### config.mk
export PLATFORM = sky130hd
export DESIGN_NAME = pipe_skid_buffer
export DESIGN_NICKNAME = d
export VERILOG_FILES = /design/src/rtl/pipe_pkg.sv /design/src/rtl/pipe_data_reg.sv /design/src/rtl/pipe_skid_buffer.sv
export SDC_FILE = /design/constraint.sdc
export NUM_CORES = 1
export LEC_CHECK = 0
export CORE_ASPECT_RATIO = 2
export CORE_MARGIN = 1
export CORE_UTILIZATION = 37
export CTS_CLUSTER_SIZE = 20
export DETAILED_ROUTE_END_ITERATION = 10
export PLACE_DENSITY = 0.64
export SLEW_MARGIN = 20
export SYNTH_ARGS = -nofsm -noshare
export SYNTH_HDL_FRONTEND = slang
export SYNTH_HIERARCHICAL = 1
export SYNTH_SLANG_ARGS = --single-unit
### constraint.sdc
create_clock -name clk -period 5.5 [get_ports clk]
set_input_delay 1.65 -clock clk [delete_from_list [all_inputs] [get_ports clk]]
set_output_delay 1.65 -clock clk [all_outputs]
set_load 0.01 [all_outputs]
### src/rtl/pipe_pkg.sv
// Shared types and constants for the inter-stage pipeline buffer.
// Optional stall counter in the top is enabled by PIPE_BUF_STALL_CNT_EN.
package pipe_pkg;

   // Occupancy of the buffer. 2'b11 is unreachable and decodes as EMPTY.
   typedef enum logic [1:0] {
      EMPTY = 2'b00,
      ONE   = 2'b01,
      FULL  = 2'b10
   } buf_state_t;

   // Bubble instruction word for a 16-bit processor stage payload.
   localparam logic [15:0] PIPE_NOP_INSN = 16'h0000;

endpackage

### src/rtl/pipe_data_reg.sv
// W-bit payload register: async active-low reset to RST_VAL,
// synchronous clear to RST_VAL (wins over load), synchronous load.
module pipe_data_reg #(
   parameter int unsigned    W       = 16,
   parameter logic [W-1:0]   RST_VAL = {W{1'b0}}
) (
   input  logic         clk,
   input  logic         rst,
   input  logic         i_clear,
   input  logic         i_load,
   input  logic [W-1:0] i_d,
   output logic [W-1:0] o_q
);

   logic [W-1:0] r_q;

   // Hold, clear to the bubble value, or capture new data.
   always_ff @(posedge clk or negedge rst) begin
      if (!rst) begin
         r_q <= RST_VAL;
      end else if (i_clear) begin
         r_q <= RST_VAL;
      end else if (i_load) begin
         r_q <= i_d;
      end
   end

   assign o_q = r_q;

endmodule

### src/rtl/pipe_skid_buffer.sv
// Two-entry valid/ready pipeline buffer with synchronous flush.
// Handshake: a transfer happens on a rising edge where valid and ready are
// both 1; valid may rise without waiting for ready and the payload is held
// by the sender until it transfers. in_ready and out_valid come straight
// from state flops, so out_ready never reaches in_ready combinationally.
// Optional stall counter: define PIPE_BUF_STALL_CNT_EN.
module pipe_skid_buffer
   import pipe_pkg::*;
#(
   parameter int unsigned  W         = 16,
   parameter logic [W-1:0] NOP_VALUE = {W{1'b0}},
   parameter int unsigned  CNT_W     = 16
) (
   input  logic             clk,
   input  logic             rst,
   input  logic             flush,
   input  logic             in_valid,
   output logic             in_ready,
   input  logic [W-1:0]     in_data,
   output logic             out_valid,
   input  logic             out_ready,
   output logic [W-1:0]     out_data,
`ifdef PIPE_BUF_STALL_CNT_EN
   output logic [CNT_W-1:0] stall_cnt,
`endif
   output buf_state_t       o_dbg_state
);

   buf_state_t   r_state;
   buf_state_t   w_next;
   logic         w_in_fire;
   logic         w_out_fire;
   logic         w_main_load;
   logic         w_main_from_skid;
   logic         w_skid_load;
   logic [W-1:0] w_main_d;
   logic [W-1:0] w_skid_q;

   assign w_in_fire  = in_valid & in_ready;
   assign w_out_fire = out_valid & out_ready;
   assign w_main_d   = w_main_from_skid ? w_skid_q : in_data;

   // State register.
   always_ff @(posedge clk or negedge rst) begin
      if (!rst) begin
         r_state <= EMPTY;
      end else begin
         r_state <= w_next;
      end
   end

   // Next state and register load enables; flush overrides everything.
   always_comb begin
      w_next           = r_state;
      w_main_load      = 1'b0;
      w_main_from_skid = 1'b0;
      w_skid_load      = 1'b0;
      case (r_state)
         ONE: begin
            if (w_in_fire && w_out_fire) begin
               w_main_load = 1'b1;
            end else if (w_in_fire) begin
               w_next      = FULL;
               w_skid_load = 1'b1;
            end else if (w_out_fire) begin
               w_next = EMPTY;
            end
         end
         FULL: begin
            if (w_out_fire) begin
               w_next           = ONE;
               w_main_load      = 1'b1;
               w_main_from_skid = 1'b1;
            end
         end
         default: begin
            // EMPTY and the illegal encoding behave identically.
            if (w_in_fire) begin
               w_next      = ONE;
               w_main_load = 1'b1;
            end else begin
               w_next = EMPTY;
            end
         end
      endcase
      if (flush) begin
         w_next           = EMPTY;
         w_main_load      = 1'b0;
         w_main_from_skid = 1'b0;
         w_skid_load      = 1'b0;
      end
   end

   // Handshake outputs decoded from the state flops only.
   always_comb begin
      out_valid   = (r_state == ONE) || (r_state == FULL);
      in_ready    = (r_state != FULL);
      o_dbg_state = r_state;
   end

   pipe_data_reg #(.W(W), .RST_VAL(NOP_VALUE)) u_main (
      .clk     (clk),
      .rst     (rst),
      .i_clear (flush),
      .i_load  (w_main_load),
      .i_d     (w_main_d),
      .o_q     (out_data)
   );

   pipe_data_reg #(.W(W), .RST_VAL(NOP_VALUE)) u_skid (
      .clk     (clk),
      .rst     (rst),
      .i_clear (flush),
      .i_load  (w_skid_load),
      .i_d     (in_data),
      .o_q     (w_skid_q)
   );

`ifdef PIPE_BUF_STALL_CNT_EN
   logic [CNT_W-1:0] r_stall_cnt;

   // Count cycles where a live head is refused; saturate, survive flush.
   always_ff @(posedge clk or negedge rst) begin
      if (!rst) begin
         r_stall_cnt <= {CNT_W{1'b0}};
      end else if (out_valid && !out_ready && (r_stall_cnt != {CNT_W{1'b1}})) begin
         r_stall_cnt <= r_stall_cnt + {{(CNT_W-1){1'b0}}, 1'b1};
      end
   end

   assign stall_cnt = r_stall_cnt;
`endif

endmodule

== Yosys cells after proc, flatten, opt, wreduce, memory -nomap -nowiden ==
Cells that the tools add are included.

* Register bits after elaboration: 34
* Input port bits: 21
* Output and inout bits: 20
* Logic and storage cells: 38

* Eq/ne operators: 6
* Mux-type cells: 22
* Bitwise operators: 2
* Reductions and logical operators: 5

{| class="wikitable"
|+ Operators by type and width
! operator !! count
|-
| two-way mux 16 bit || 5
|-
| two-way mux 1 bit || 10
|-
| two-way mux 2 bit || 5
|-
| != test 3 bit, second input constant || 2
|-
| != test 4 bit, second input constant || 1
|-
| one-hot mux 2 bit (2 select lines) || 1
|-
| nonzero test 2 bit || 2
|-
| AND reduction 3 bit || 1
|-
| AND 1 bit || 2
|-
| equality test 2 x 1 -> 1 bit, second input constant || 1
|-
| equality test 2 bit, second input constant || 1
|-
| != test 2 bit, second input constant || 1
|-
| one-hot mux 1 bit (2 select lines) || 1
|-
| logical AND 1 bit || 1
|-
| logical OR 1 bit || 1
|}

== Longest topological paths before layout ==
* Depth in word-level cells: 9
* Depth in mapped cells: 10
* Depth with buffers taken out: 8

== Hierarchy ==
Netlist, hierarchy kept.

{| class="wikitable"
|+ By module, submodules not included
! module !! times used !! cells an instance !! area each (sq um) !! seq. area each (sq um)
|-
| pipe_data_reg || 2 || 52 || 660.6 || 400.4
|-
| pipe_skid_buffer || 1 || 43 || 447.9 || 50.0
|}

== Worst setup path after synthesis ==
No wires, ideal clock.

* Path kind: in2reg
* Start point: in out_ready
* End point: reg u_main.r_q[13], in the netlist u_main/o_q[13]
* Library setup time: 0.126 ns
* Arrival time: 2.758 ns
* Required time: 5.374 ns
* Path slack: 2.616 ns
* Stages: 7
* Path buffers: 2
* Path through: inv_1 > or3_4 > buf_6 > buf_12 > mux2_4 > mux2i_1 > nor2_1

* Word-level cells in the longest chain between the ends: 7
* Elaborated cells on any way between the ends: 12
* Those cells by class: 9 x mux; 1 x bitwise; 2 x reduce/logical

{| class="wikitable"
|+ Ends and longest elaborated chain
! item !! RTL line !! source
|-
| start: declaration || pipe_skid_buffer.sv:21 || <nowiki>input logic out_ready,</nowiki>
|-
| AND 1 bit || pipe_skid_buffer.sv:40 || <nowiki>assign w_out_fire = out_valid & out_ready;</nowiki>
|-
| two-way mux 1 bit || pipe_skid_buffer.sv:70 || <nowiki>if (w_out_fire) begin</nowiki>
|-
| two-way mux 1 bit || pipe_skid_buffer.sv:58 || <nowiki>case (r_state)</nowiki>
|-
| two-way mux 1 bit || pipe_skid_buffer.sv:86 || <nowiki>if (flush) begin</nowiki>
|-
| two-way mux 16 bit || pipe_skid_buffer.sv:41 || <nowiki>assign w_main_d = w_main_from_skid ? w_skid_q : in_data;</nowiki>
|-
| named net w_main_d[13] || pipe_skid_buffer.sv:36 || <nowiki>logic [W-1:0] w_main_d;</nowiki>
|-
| two-way mux 16 bit || pipe_data_reg.sv:23 || <nowiki>end else if (i_load) begin</nowiki>
|-
| two-way mux 16 bit || pipe_data_reg.sv:21 || <nowiki>end else if (i_clear) begin</nowiki>
|-
| end signal: assignment || pipe_data_reg.sv:24 || <nowiki>r_q <= i_d;</nowiki>
|-
| end: declaration || pipe_data_reg.sv:15 || <nowiki>logic [W-1:0] r_q;</nowiki>
|}

The timed path passes the listed nets, and every way through them passes these cells. The select of a mux whose other input is x is not followed.
A chain may end at the register's enable or synchronous reset.

== Worst setup path after layout ==
* Start point: in flush
* End point: reg u_skid.r_q[6], in the netlist u_skid/o_q[6]

* Word-level cells in the longest chain between the ends: 2
* Elaborated cells on any way between the ends: 3
* Those cells by class: 2 x mux; 1 x reduce/logical

{| class="wikitable"
|+ Ends and longest elaborated chain
! item !! RTL line !! source
|-
| start: declaration || pipe_skid_buffer.sv:16 || <nowiki>input logic flush,</nowiki>
|-
| two-way mux 1 bit || pipe_skid_buffer.sv:86 ||
|-
| named net w_skid_load || pipe_skid_buffer.sv:35 || <nowiki>logic w_skid_load;</nowiki>
|-
| nonzero test 2 bit (no source line) || - ||
|-
| end signal: assignment || pipe_data_reg.sv:24 ||
|-
| end: declaration || pipe_data_reg.sv:15 ||
|}

The timed path passes the listed nets, and every way through them passes these cells.

==> run_results.csv <==
group,metric,value,unit
yosys,synth.area.top_cells,"dfrtp_1 48%, mux2i_1 18%, mux2_4 8.5%",
run_status,status,"finished clean",
yosys,synth.most_common_cell,"dfrtp_1",
sta,post-route-period-util,69.7,%
clock_tree,cts_sinks,34,
floorplanning,design.die.area,5080,sq um
global_route,grt_usage,15.6,%
global_route,antenna_found_initial,0,
finish,final-seq-area,851,sq um
routing,dr.pass1.iters,4,
yosys,synthTopCellsByCount,"34 x dfrtp_1, 33 x nor2_1, 32 x mux2i_1",
place,io_buffers,40,
worst_setup_path,required,5.65,ns
power,peakVddDrop,0.152,mV
clock_tree,clock_latency,0.28,ns
yosys,synth_nets,170,
global_route,grt_pass1_wl,5.86,mm
sta,hold_viol,0,
routing,ant_nets,0,
global_route,grt_max_degree,35,
finish,syn_to_final_growth,25.5,%
worst_setup_path,criticalPathCategory,"input port to register",
yosys,async_flop_share,100,%
yosys,seq_area_frac_synth,48.1,%
routing,routed-via-count,1182,
clock_tree,post_cts_resized,0,
yosys,synth_edf_count,0,
sta,worstMarginPinSlew,1.08,ns
yosys,yosys_warnings,6,
clock_tree,cts_tree,"built",
finish,fill_cells,435,
worst_setup_path,start_kind,"input port",
yosys,syn_inst,147,
min_path,min_path_cells,2,
clock_tree,post_cts_buffers,0,
global_route,overflow,0,
routing,drt_iter0_drc,24,
yosys,synth.top_cell.area_share,48.1,%
worst_setup_path,critPathMaxStageDelay,0.87,ns
worst_setup_path,critPathMaxFanout,16,
routing,routed_wl,3.44,mm
worst_setup_path,worstPathCellList,"clkdlybuf4s50_1 -> and4bb_2 -> nor2b_2 -> mux2i_1 -> nor2_1",
power,p_total,0.525,mW
routing,routedWlPerCell,14.3,um
yosys,yosys.area.top_type,"dfrtp_1",
worst_setup_path,reg2regPathDepth,8,
clock_tree,hold_buffers,0,
floorplanning,chipHeight,99.8,um
power,power.leakage,0.994,nW
yosys,synth_cell_types,23,
finish,drive_above_1_share,15.1,%
routing,drc_errors,0,
min_path,hold_path.class,"register to register",
place,hpwl,2.45,mm
worst_setup_path,ff2ff_setup_slack,2.85,ns
sta,fmax,261,MHz
yosys,syn_area_per_cell,12.0,sq um
worst_setup_path,end_kind,"register",
floorplanning,start_util,38.5,%
sta,slew_viol_final,0,
place,place_area,2140,sq um
floorplanning,dieWidth,50.9,um
finish,n_antenna_cell,0,
clock_tree,h-tree-depth,2,
clock_tree,cts-root-buf,"clkbuf_8",
run,max-cap-violations,0,
clock_tree,cts_made_buffers,5,
place,placed_cells,234,
floorplanning,fp.coreArea,4600,sq um
clock_tree,cts_max_path_buffers,2,
floorplanning,pin_count,41,
finish,post-route-cell-area,2220,sq um
sta,min_period,3.83,ns
yosys,synth_area,1770,sq um
clock_tree,clk_pin_slew,0.06,ns
global_route,grt_pass1_vias,1287,
power,p_per_area,236,nW/um^2
yosys,synth-seq-cells,34,
sta,finalSetupViolCount,0,
place,gp_congestion,0.741,
finish,nets,209,
worst_setup_path,cp.arrival,3.98,ns
finish,layout.cells.non_filler,241,
sta,grt_setup_unrepaired,"false",
routing,avgViaCountPerCell,4.90,
finish,multiInputGateArea,791,sq um
floorplanning,row_count,35,
worst_setup_path,crit_slowest_cell,"nor2b_2",
sta,setup_tns,0,ns
sta,fin_worst_skew,0.00205,ns
sta,holdWs,0.524,ns
sta,slew_headroom,27.7,%
yosys,synthFlopType,"dfrtp_1",
==> registers in the layout (all words and copies together), names as in the netlist <==
signal       flops
u_main/o_q      16
o_dbg_state      2
u_skid/o_q      16
==> critical path, delay by kind of cell <==
family / cells / cell delay, ns
buffers and inverters: 1 / 0.66
and+or+nand+nor: 3 / 1.36
muxes: 1 / 0.30
==> kinds of logic after synthesis <==
family,count (synthesis),share of synthesized area [%]
AO/OA/AOI/OAI,6,2.26
multiplexers,48,30.4
flip-flops,34,48.1
buffers and inverters,15,7.35
adder cells (fa/ha/maj),2,1.41
AND/OR/NAND/NOR,42,10.5
==> layout make-up <==
type                    count  share of cell area, %
repair buffers             42                   18.7
flip-flops and latches     34                   38.3
well taps                  55                   3.10
clock buffers               7                   3.44
multi-input cells          98                   35.6
inverters                   5                  0.845
==> through the flow <==
step / worst slack [ns] / util, %
4_1_cts: 1.68 / 48.3
6_report: 1.67 / 48.3
3_5_place_dp: 1.39 / 46.6
3_3_place_gp: 1.42 / 46.6
2_1_floorplan: 2.62 / -
5_1_grt: 1.55 / 48.3
==> worst paths after layout <==
check	end	startpoint
max	u_skid/o_q[6]	flush
min	u_skid/o_q[0]	u_skid/o_q[0]
max reg2reg	u_main/o_q[6]	o_dbg_state[0]
min reg2reg	u_skid/o_q[0]	u_skid/o_q[0]
max in group asynchronous	u_main/o_q[13]	rst
min in group asynchronous	u_main/o_q[12]	rst
==> placed cells by master (no fill, tap or decap) <==
cell type	instances
a21o_1	1
a21o_2	1
a21oi_1	2
a2bb2oi_1	1
and4bb_2	1
buf_4	2
clkbuf_1	2
clkbuf_8	5
clkdlybuf4s50_1	40
dfrtp_1	34
ha_1	2
inv_1	4
inv_2	1
mux2_2	6
mux2_4	10
mux2i_1	32
nand2_1	2
nand2b_1	2
nand3_1	1
nor2_1	33
nor2b_1	1
nor2b_2	1
o21ai_0	1
or3_4	1
==> routing by layer <==
metal / part of all wire [%] / GRT usage [%] / vias up
met1: 42 / 17.2 / 566
met2: 51 / 27.0 / 39
met3: 4.9 / 4.55 / 7
met5: 0 / 0 / -
li1: - / - / 570
met4: 2.2 / 6.84 / 0
==> power breakdown <==
group          switching [mW]  total (mW)  internal (mW)
clock network          0.0807       0.168         0.0870
logic                  0.0401      0.0916         0.0515
registers             0.00565       0.266          0.260
total                   0.126       0.525          0.398
(Power assumes the default switching activity.)
